`src/rtl/rop_bperm_seq.sv`:
```
// rop_bperm_seq: multi-cycle byte-permute sequencer driving the register file
// A/B read ports and C write port. Reads rs1/rs2 into a 64-bit buffer, then
// writes the permuted result into rd.
// Build option: ROP_BPERM_WORD_WRITE_EN replaces the four byte writes with a
// single whole-word write.
module rop_bperm_seq (
    input  logic        clk,
    input  logic        resetn,
    input  logic        req_valid,
    output logic        req_ready,
    input  logic [4:0]  req_rs1,
    input  logic [4:0]  req_rs2,
    input  logic [4:0]  req_rd,
    input  logic [11:0] req_sel,
    output logic        rsp_done,
    output logic [4:0]  a_reg_addr,
    output logic [4:0]  b_reg_addr,
    output logic        a_byte,
    output logic        b_byte,
    output logic [1:0]  a_byte_addr,
    output logic [1:0]  b_byte_addr,
    input  logic [31:0] a_rdata,
    input  logic [31:0] b_rdata,
    output logic        c_wen,
    output logic [4:0]  c_reg_addr,
    output logic        c_byte,
    output logic [1:0]  c_byte_addr,
    output logic [31:0] c_wdata
);

    localparam logic [2:0] ST_IDLE  = 3'd0;
    localparam logic [2:0] ST_FETCH = 3'd1;
`ifdef ROP_BPERM_WORD_WRITE_EN
    localparam logic [2:0] ST_WR    = 3'd2;
`else
    localparam logic [2:0] ST_WR0   = 3'd2;
    localparam logic [2:0] ST_WR1   = 3'd3;
    localparam logic [2:0] ST_WR2   = 3'd4;
    localparam logic [2:0] ST_WR3   = 3'd5;
`endif

    logic [2:0]  state_q, state_d;
    logic [4:0]  rs1_q, rs1_d;
    logic [4:0]  rs2_q, rs2_d;
    logic [4:0]  rd_q, rd_d;
    logic [11:0] sel_q, sel_d;
    logic [63:0] buf_q, buf_d;

    // Selects one byte of the {rs2, rs1} buffer; 0-3 are rs1 bytes, 4-7 rs2 bytes.
    function automatic logic [7:0] pick(input logic [63:0] b, input logic [2:0] s);
        return b[{s, 3'b000} +: 8];
    endfunction

    // Next-state and request capture.
    always_comb begin
        state_d = state_q;
        rs1_d   = rs1_q;
        rs2_d   = rs2_q;
        rd_d    = rd_q;
        sel_d   = sel_q;
        buf_d   = buf_q;
        case (state_q)
            ST_IDLE: begin
                if (req_valid) begin
                    rs1_d   = req_rs1;
                    rs2_d   = req_rs2;
                    rd_d    = req_rd;
                    sel_d   = req_sel;
                    state_d = ST_FETCH;
                end
            end
            ST_FETCH: begin
                buf_d = {b_rdata, a_rdata};
`ifdef ROP_BPERM_WORD_WRITE_EN
                state_d = ST_WR;
`else
                state_d = ST_WR0;
`endif
            end
`ifdef ROP_BPERM_WORD_WRITE_EN
            ST_WR:  state_d = ST_IDLE;
`else
            ST_WR0: state_d = ST_WR1;
            ST_WR1: state_d = ST_WR2;
            ST_WR2: state_d = ST_WR3;
            ST_WR3: state_d = ST_IDLE;
`endif
            default: state_d = ST_IDLE;
        endcase
    end

    // State and captured fields; asynchronous reset returns to idle and clears.
    always_ff @(posedge clk or negedge resetn) begin
        if (!resetn) begin
            state_q <= ST_IDLE;
            rs1_q   <= '0;
            rs2_q   <= '0;
            rd_q    <= '0;
            sel_q   <= '0;
            buf_q   <= '0;
        end else begin
            state_q <= state_d;
            rs1_q   <= rs1_d;
            rs2_q   <= rs2_d;
            rd_q    <= rd_d;
            sel_q   <= sel_d;
            buf_q   <= buf_d;
        end
    end

    // Read-port controls are constant: always a full-word read.
    assign a_byte      = 1'b0;
    assign b_byte      = 1'b0;
    assign a_byte_addr = '0;
    assign b_byte_addr = '0;

    // Port outputs decoded only from state and captured fields.
    always_comb begin
        req_ready   = (state_q == ST_IDLE);
        rsp_done    = 1'b0;
        a_reg_addr  = '0;
        b_reg_addr  = '0;
        c_wen       = 1'b0;
        c_reg_addr  = '0;
        c_byte      = 1'b0;
        c_byte_addr = '0;
        c_wdata     = '0;
        case (state_q)
            ST_FETCH: begin
                a_reg_addr = rs1_q;
                b_reg_addr = rs2_q;
            end
`ifdef ROP_BPERM_WORD_WRITE_EN
            ST_WR: begin
                c_wen      = 1'b1;
                c_reg_addr = rd_q;
                c_wdata    = {pick(buf_q, sel_q[11:9]), pick(buf_q, sel_q[8:6]),
                              pick(buf_q, sel_q[5:3]),  pick(buf_q, sel_q[2:0])};
                rsp_done   = 1'b1;
            end
`else
            ST_WR0, ST_WR1, ST_WR2, ST_WR3: begin
                c_wen      = 1'b1;
                c_byte     = 1'b1;
                c_reg_addr = rd_q;
                case (state_q)
                    ST_WR0: begin
                        c_byte_addr = 2'd0;
                        c_wdata     = {24'b0, pick(buf_q, sel_q[2:0])};
                    end
                    ST_WR1: begin
                        c_byte_addr = 2'd1;
                        c_wdata     = {24'b0, pick(buf_q, sel_q[5:3])};
                    end
                    ST_WR2: begin
                        c_byte_addr = 2'd2;
                        c_wdata     = {24'b0, pick(buf_q, sel_q[8:6])};
                    end
                    default: begin
                        c_byte_addr = 2'd3;
                        c_wdata     = {24'b0, pick(buf_q, sel_q[11:9])};
                        rsp_done    = 1'b1;
                    end
                endcase
            end
`endif
            default: ;
        endcase
    end

endmodule

```
`config.mk`:
```
export PLATFORM = sky130hd
export DESIGN_NAME = rop_bperm_seq
export DESIGN_NICKNAME = d
export VERILOG_FILES = /design/src/rtl/rop_bperm_seq.sv
export SDC_FILE = /design/constraint.sdc
export NUM_CORES = 1
export LEC_CHECK = 0
export BUFFER_PORTS_ARGS = -buffer_cell sky130_fd_sc_hd__clkbuf_2
export CORE_MARGIN = 8
export CORE_UTILIZATION = 39
export DETAILED_ROUTE_END_ITERATION = 10
export PLACE_DENSITY = 0.76
export SLEW_MARGIN = 20
export SYNTH_ARGS = -nofsm -noshare
export SYNTH_HDL_FRONTEND = slang
export SYNTH_SLANG_ARGS = --single-unit
export TNS_END_PERCENT = 50
```
`constraint.sdc`:
```
create_clock -name clk -period 5.5 [get_ports clk]
set_input_delay 0.825 -clock clk [delete_from_list [all_inputs] [get_ports clk]]
set_output_delay 0.825 -clock clk [all_outputs]
set_load 0.005 [all_outputs]
```
==> results of run 1 <==
-- critical path: stages (launching register included) --
cell	delay [ns]
dfrtp_1	0.70
mux2_1	0.42
o211ai_4	0.56
buf_8	0.27
a21boi_0	0.11
o21ai_1	0.20
nand4_1	0.17
clkbuf_2	0.15
-- power by group through the flow --
stage | Combinational, mW | Clock, mW | Sequential [mW]
finish | 1.65 | 0.679 | 1.30
global route | 1.81 | 0.726 | 1.35
CTS | 1.62 | 0.690 | 1.30
detailed placement | 1.61 | 0 | 1.31
global placement | 1.55 | 0 | 1.29
floorplan | 1.29 | 0 | 1.18
-- cells by family after synthesis --
family                 synth area share
multiplexers                      0.220
flip-flops                        0.480
AO/OA/AOI/OAI                     0.116
AND/OR/NAND/NOR                   0.104
buffers and inverters            0.0784
XOR/XNOR                        0.00179
other                          0.000765
-- cell usage after synthesis, drive strengths merged --
| cell | number | area share |
|---|---|---|
| nor4bb | 1 | 0.0020 |
| o2111ai | 6 | 0.011 |
| a21oi | 2 | 0.0020 |
| inv | 4 | 0.0031 |
| and3 | 29 | 0.037 |
| o22a | 3 | 0.0054 |
| a21boi | 29 | 0.044 |
| o211ai | 3 | 0.0066 |
| nand3b | 4 | 0.0061 |
| o221ai | 1 | 0.0018 |
| o211a | 1 | 0.0020 |
| nand4 | 9 | 0.011 |
| conb | 1 | 0.00077 |
| nor2 | 1 | 0.00077 |
| clkbuf | 11 | 0.0087 |
| nand2 | 6 | 0.0046 |
| nor3b | 2 | 0.0054 |
| or3b | 1 | 0.0023 |
| mux2 | 92 | 0.21 |
| xnor2 | 1 | 0.0018 |
| mux2i | 4 | 0.0082 |
| a22oi | 1 | 0.0015 |
| nor3 | 2 | 0.0020 |
| a31oi | 1 | 0.0026 |
| dfrtp | 94 | 0.48 |
| a211oi | 1 | 0.0015 |
| buf | 48 | 0.067 |
| and2 | 18 | 0.023 |
| nand2b | 5 | 0.0064 |
| o21ai | 31 | 0.032 |
| nor2b | 2 | 0.0026 |
| a311oi | 1 | 0.0054 |
-- per-layer routing --
layer	GRT usage	vias up	part of all wire
li1	-	1651	-
met2	0.239	132	0.48
met1	0.191	1765	0.44
met4	0.0594	0	0.021
met5	0	-	0
met3	0.0354	21	0.065
-- metrics by stage --
step	hold slack [ns]	total power, mW	cell area, µm²	setup WS, ns
6_report	0.405	3.63	5880	1.75
3_3_place_gp	0.481	2.84	5510	1.99
4_1_cts	0.415	3.60	5840	1.46
2_1_floorplan	0.471	2.47	5010	3.07
5_1_grt	0.420	3.89	5880	1.57
3_5_place_dp	0.488	2.92	5510	1.84
-- final timing paths --
kind / startpoint / endpoint / slack, ns / cells past startpoint
hold reg to reg: rs2_q[0]$_DFFE_PN0P_ / rs2_q[0]$_DFFE_PN0P_ / 0.50 / 1
hold / removal: resetn / rd_q[3]$_DFFE_PN0P_ / 0.41 / 1
setup reg to reg: state_q[0]$_DFFE_PN0P_ / buf_q[28]$_DFFE_PN0N_ / 2.87 / 3
max in group asynchronous: resetn / buf_q[37]$_DFFE_PN0N_ / 3.94 / 2
setup / recovery: state_q[0]$_DFFE_PN0P_ / c_wdata[5] / 1.75 / 7
min in group clk: rs2_q[0]$_DFFE_PN0P_ / rs2_q[0]$_DFFE_PN0P_ / 0.50 / 1
-- area by class of cell --
| type | instances | area, µm² |
|---|---|---|
| fillers | 1102 | 6580 |
| flip-flops and latches | 94 | 2350 |
| multi-input cells | 287 | 2300 |
| repair buffers | 126 | 671 |
| clock buffers | 11 | 253 |
| well taps | 172 | 215 |
| clock inverters | 5 | 81.3 |
| inverters | 4 | 15.0 |
-- flip-flops by register name, summed over array words and instances (netlist names) --
| register | flops |
|---|---|
| buf_q | 64 |
| rd_q | 5 |
| rs1_q | 5 |
| rs2_q | 5 |
| sel_q | 12 |
| state_q | 3 |
==> metrics, run 1 <==
Non-Filler Instances 699; Tmin final 3.75 ns; overall routed net length 12.3 mm; fmax 267 MHz; CTS clk-pin slew, worst paths 0.07 ns; Req. time, crit path 4.68 ns; mapped cell area 4900 µm²; Sw Ratio 0.353; CP startpoint kind register; Detailed Routing Iterations Pass 1 4; die height 128 µm; pwr dens 617 nW/µm²; Net Switching 1.28 mW; status complete, no violations; combinational power share 0.455; Worst VDD drop 0.237 mV; Setup Viol. Count Final 0; Synth Instances 415; CP arrival 2.92 ns; Tightest Pin Transition 0.851 ns; largest net degree at the start of global routing 67; die area 16400 µm²; nets 616; via count 3569; IO Count 153; RD Place Congestion 0.878; total clock sinks 94; CTS tree yes; Seq/Total Area, Yosys 0.480; Max-Cap Viols 0; Core Rows 41; die span in x 128 µm; Cells after DPL 681; most frequent cells in the layout 121 x clkbuf_2, 94 x dfrtp_1, 91 x mux2_2; # H-tree levels 3; leak pwr 2.73 nW; DP HPWL 9.06 mm; HP Class in2async; clk buf depth 2; Global Route Usage Sum 0.150; count of unique library cells instantiated by Yosys 40; Buffers on Ports 122; CP endpoint kind output pin; crit path max fanout 31; clock root buffer clkbuf_16; share of layout cells above drive strength 1 0.459; Area Growth Syn to Fin 20.1%; DR DRC count 0; crit path kind reg2out; Cell Int Power 2.35 mW; final core occ 0.472; RSZ-0062 raised after global routing false; Final Slew Violations 0; Post-CTS Setup Bufs 0; Yosys warning total 0; Core Region 12500 µm²; ANT cells 0; sequential power share 0.357; Slew headroom 0.433; Routed Antenna Nets 0; Hold Vio Cnt, Final 0; first-pass GRT wire length 19.5 mm; Worst Skew 0.00754 ns; clk_lat worst skew 0.34 ns; post_cts resized 0; Synth Register Bits 94; vias in the first global route 3702; Overflow after GRT 0; Initial Utilization 0.393; Avg WL per Cell 17.6 µm; Final period util 0.681; clock share of power 0.187; mean post-synth cell area 11.8 µm²; initial antenna violation count 0; Setup Total Neg Slack 0 ns; vias per std cell 5.11; hold-fix buffers at CTS 0; CTS Buf Count 9; initial DRC count 203; commonest non-fill, non-tap cell in the layout clkbuf_2
(Power assumes the default switching activity.)
==> run 2, diff against run 1 <==
--- a/config.mk
+++ b/config.mk
@@ -9,7 +9,7 @@
 export CORE_MARGIN = 8
 export CORE_UTILIZATION = 39
 export DETAILED_ROUTE_END_ITERATION = 10
-export PLACE_DENSITY = 0.76
+export PLACE_DENSITY = 0.78
 export SLEW_MARGIN = 20
 export SYNTH_ARGS = -nofsm -noshare
 export SYNTH_HDL_FRONTEND = slang
==> constraint.sdc (replaced) <==
create_clock -name clk -period 3.35 [get_ports clk]
set_input_delay 0.5025 -clock clk [delete_from_list [all_inputs] [get_ports clk]]
set_output_delay 0.5025 -clock clk [all_outputs]
set_load 0.005 [all_outputs]
==> run 2 against run 1 <==
  * Sequential power is 62% higher
  * First-iteration DRC count is 22% higher
  * Worst setup slack worse by 1.5 ns
  * Critical path depth is the same
  * Clock skew decreased by 0.0032 ns
  * Worst hold slack got worse by 0.21 ns
  * Highest routed layer unchanged
==> metrics, run 2 (synthesized netlist as in run 1, its figures left out) <==
status complete, no violations; crit path max fanout 20; most frequent cells in the layout 121 x clkbuf_2, 93 x dfrtp_1, 91 x mux2_2; max reg flops 64; leak pwr 2.73 nW; clock root buffer clkbuf_16; initial DRC count 247; CTS tree yes; register area 2350 µm²; commonest non-fill, non-tap cell in the layout clkbuf_2; fillers 1121; Global Route Usage Sum 0.151; Tightest Pin Transition 0.731 ns; pwr dens 1000 nW/µm²; CP arrival 2.63 ns; CP startpoint kind register; overall routed net length 12.1 mm; Slew headroom 0.513; CTS Buf Count 9; Tmin final 3.13 ns; Req. time, crit path 2.85 ns; Buffers on Ports 122; delay-heaviest family, CP compound AO/OA/AOI/OAI gates; Routed Antenna Nets 0; clk_lat worst skew 0.34 ns; die height 128 µm; critical path cell sequence buf_4 -> nor2b_1 -> o211ai_2 -> a21oi_1 -> o21ai_0 -> nand4_1 -> clkbuf_2; HP Class in2async; first-pass GRT wire length 19.3 mm; initial antenna violation count 1; Top reg by flops buf_q; CP endpoint kind output pin; fmax 320 MHz; Setup Viol. Count Final 0; # H-tree levels 3; Initial Utilization 0.393; via count 3518; share of layout cells above drive strength 1 0.462; DR DRC count 0; Core Rows 41; Core Region 12500 µm²; die span in x 128 µm; IO Count 153; Overflow after GRT 0; die area 16400 µm²; DP HPWL 9.22 mm; Area Growth Syn to Fin 20.3%; Tot Pwr 5.90 mW; clk buf depth 2; Largest regs buf_q: 64 flops, sel_q: 12 flops; Final Slew Violations 0; Crit-path slowest cell a21oi_1; Final period util 0.934; Worst Skew 0.00429 ns; Worst VDD drop 0.377 mV; vias in the first global route 3607; max incr delay on CP 0.57 ns; CP bufs+invs 2; post_cts resized 0; hold-fix buffers at CTS 0; total clock sinks 94; vias per std cell 4.99; Avg WL per Cell 17.2 µm; largest net degree at the start of global routing 83; Hold Vio Cnt, Final 0; CTS clk-pin slew, worst paths 0.06 ns; Max-Cap Viols 0; Setup Total Neg Slack 0 ns; Detailed Routing Iterations Pass 1 4; RSZ-0062 raised after global routing false; Post-CTS Setup Bufs 0; crit path kind reg2out; RD Place Congestion 0.781; nets 621; multi-input combinational cell area 2290 µm²
==> run 2: changes by cell type in the layout (fill, tap and decap cells not counted), sizes merged <==
| cell | change |
|---|---|
| buf | +5 |
| clkbuf | -1 |
| clkinv | +1 |
| diode | +1 |
==> run 2: area by class of cell <==
type | count | area share
clock buffer | 10 | 0.0389
antenna | 1 | 0.000425
sequential | 94 | 0.399
clock inverter | 6 | 0.0146
timing repair buffer | 131 | 0.118
multi-input combinational | 287 | 0.389
inverter | 4 | 0.00255
tap | 172 | 0.0365
==> run 2: report_power, final <==
part / total (mW) / internal [mW] / switching (mW)
clock: 1.07 / 0.652 / 0.420
sequential: 2.10 / 1.73 / 0.366
combinational: 2.74 / 1.44 / 1.30
total: 5.90 / 3.82 / 2.08
==> run 2: layer usage <==
metal	track usage	vias to the layer above	part of all wire
met4	0.0622	0	0.019
met1	0.189	1742	0.44
met3	0.0349	17	0.050
met5	0	-	0
li1	-	1658	-
met2	0.244	101	0.49
==> run 2: final timing paths <==
kind	startpoint	end	slack, ns	depth (start not counted)
max in group asynchronous	resetn	state_q[0]$_DFFE_PN0P_	2.47	2
setup / recovery	state_q[2]$_DFFE_PN0P_	c_wdata[7]	0.22	7
hold reg to reg	buf_q[10]$_DFFE_PN0N_	buf_q[10]$_DFFE_PN0N_	0.50	1
hold / removal	resetn	rd_q[2]$_DFFE_PN0P_	0.19	1
min in group clk	req_rd[2]	rd_q[2]$_DFFE_PN0P_	0.39	2
setup reg to reg	state_q[1]$_DFFE_PN0P_	rs2_q[4]$_DFFE_PN0P_	1.16	5
==> run 2: through the flow <==
| step | hold WS [ns] | cell area (µm²) | utilization | std cells | worst slack, ns |
|---|---|---|---|---|---|
| floorplan | 0.207 | 5010 | - | 444 | 1.24 |
| global placement | 0.483 | 5570 | 0.447 | 688 | 0.603 |
| detailed placement | 0.487 | 5570 | 0.447 | 688 | 0.525 |
| CTS | 0.378 | 5890 | 0.472 | 704 | 0.132 |
| global route | 0.261 | 5890 | 0.473 | 705 | 0.0171 |
| finish | 0.194 | 5890 | 0.473 | 705 | 0.221 |
==> run 2: worst reg2reg max path, cell delays in order (launching register included) <==
cell,delay [ns]
dfrtp_1,0.43
buf_4,0.22
nor3_1,0.23
and2_1,0.49
buf_4,0.34
mux2_2,0.37
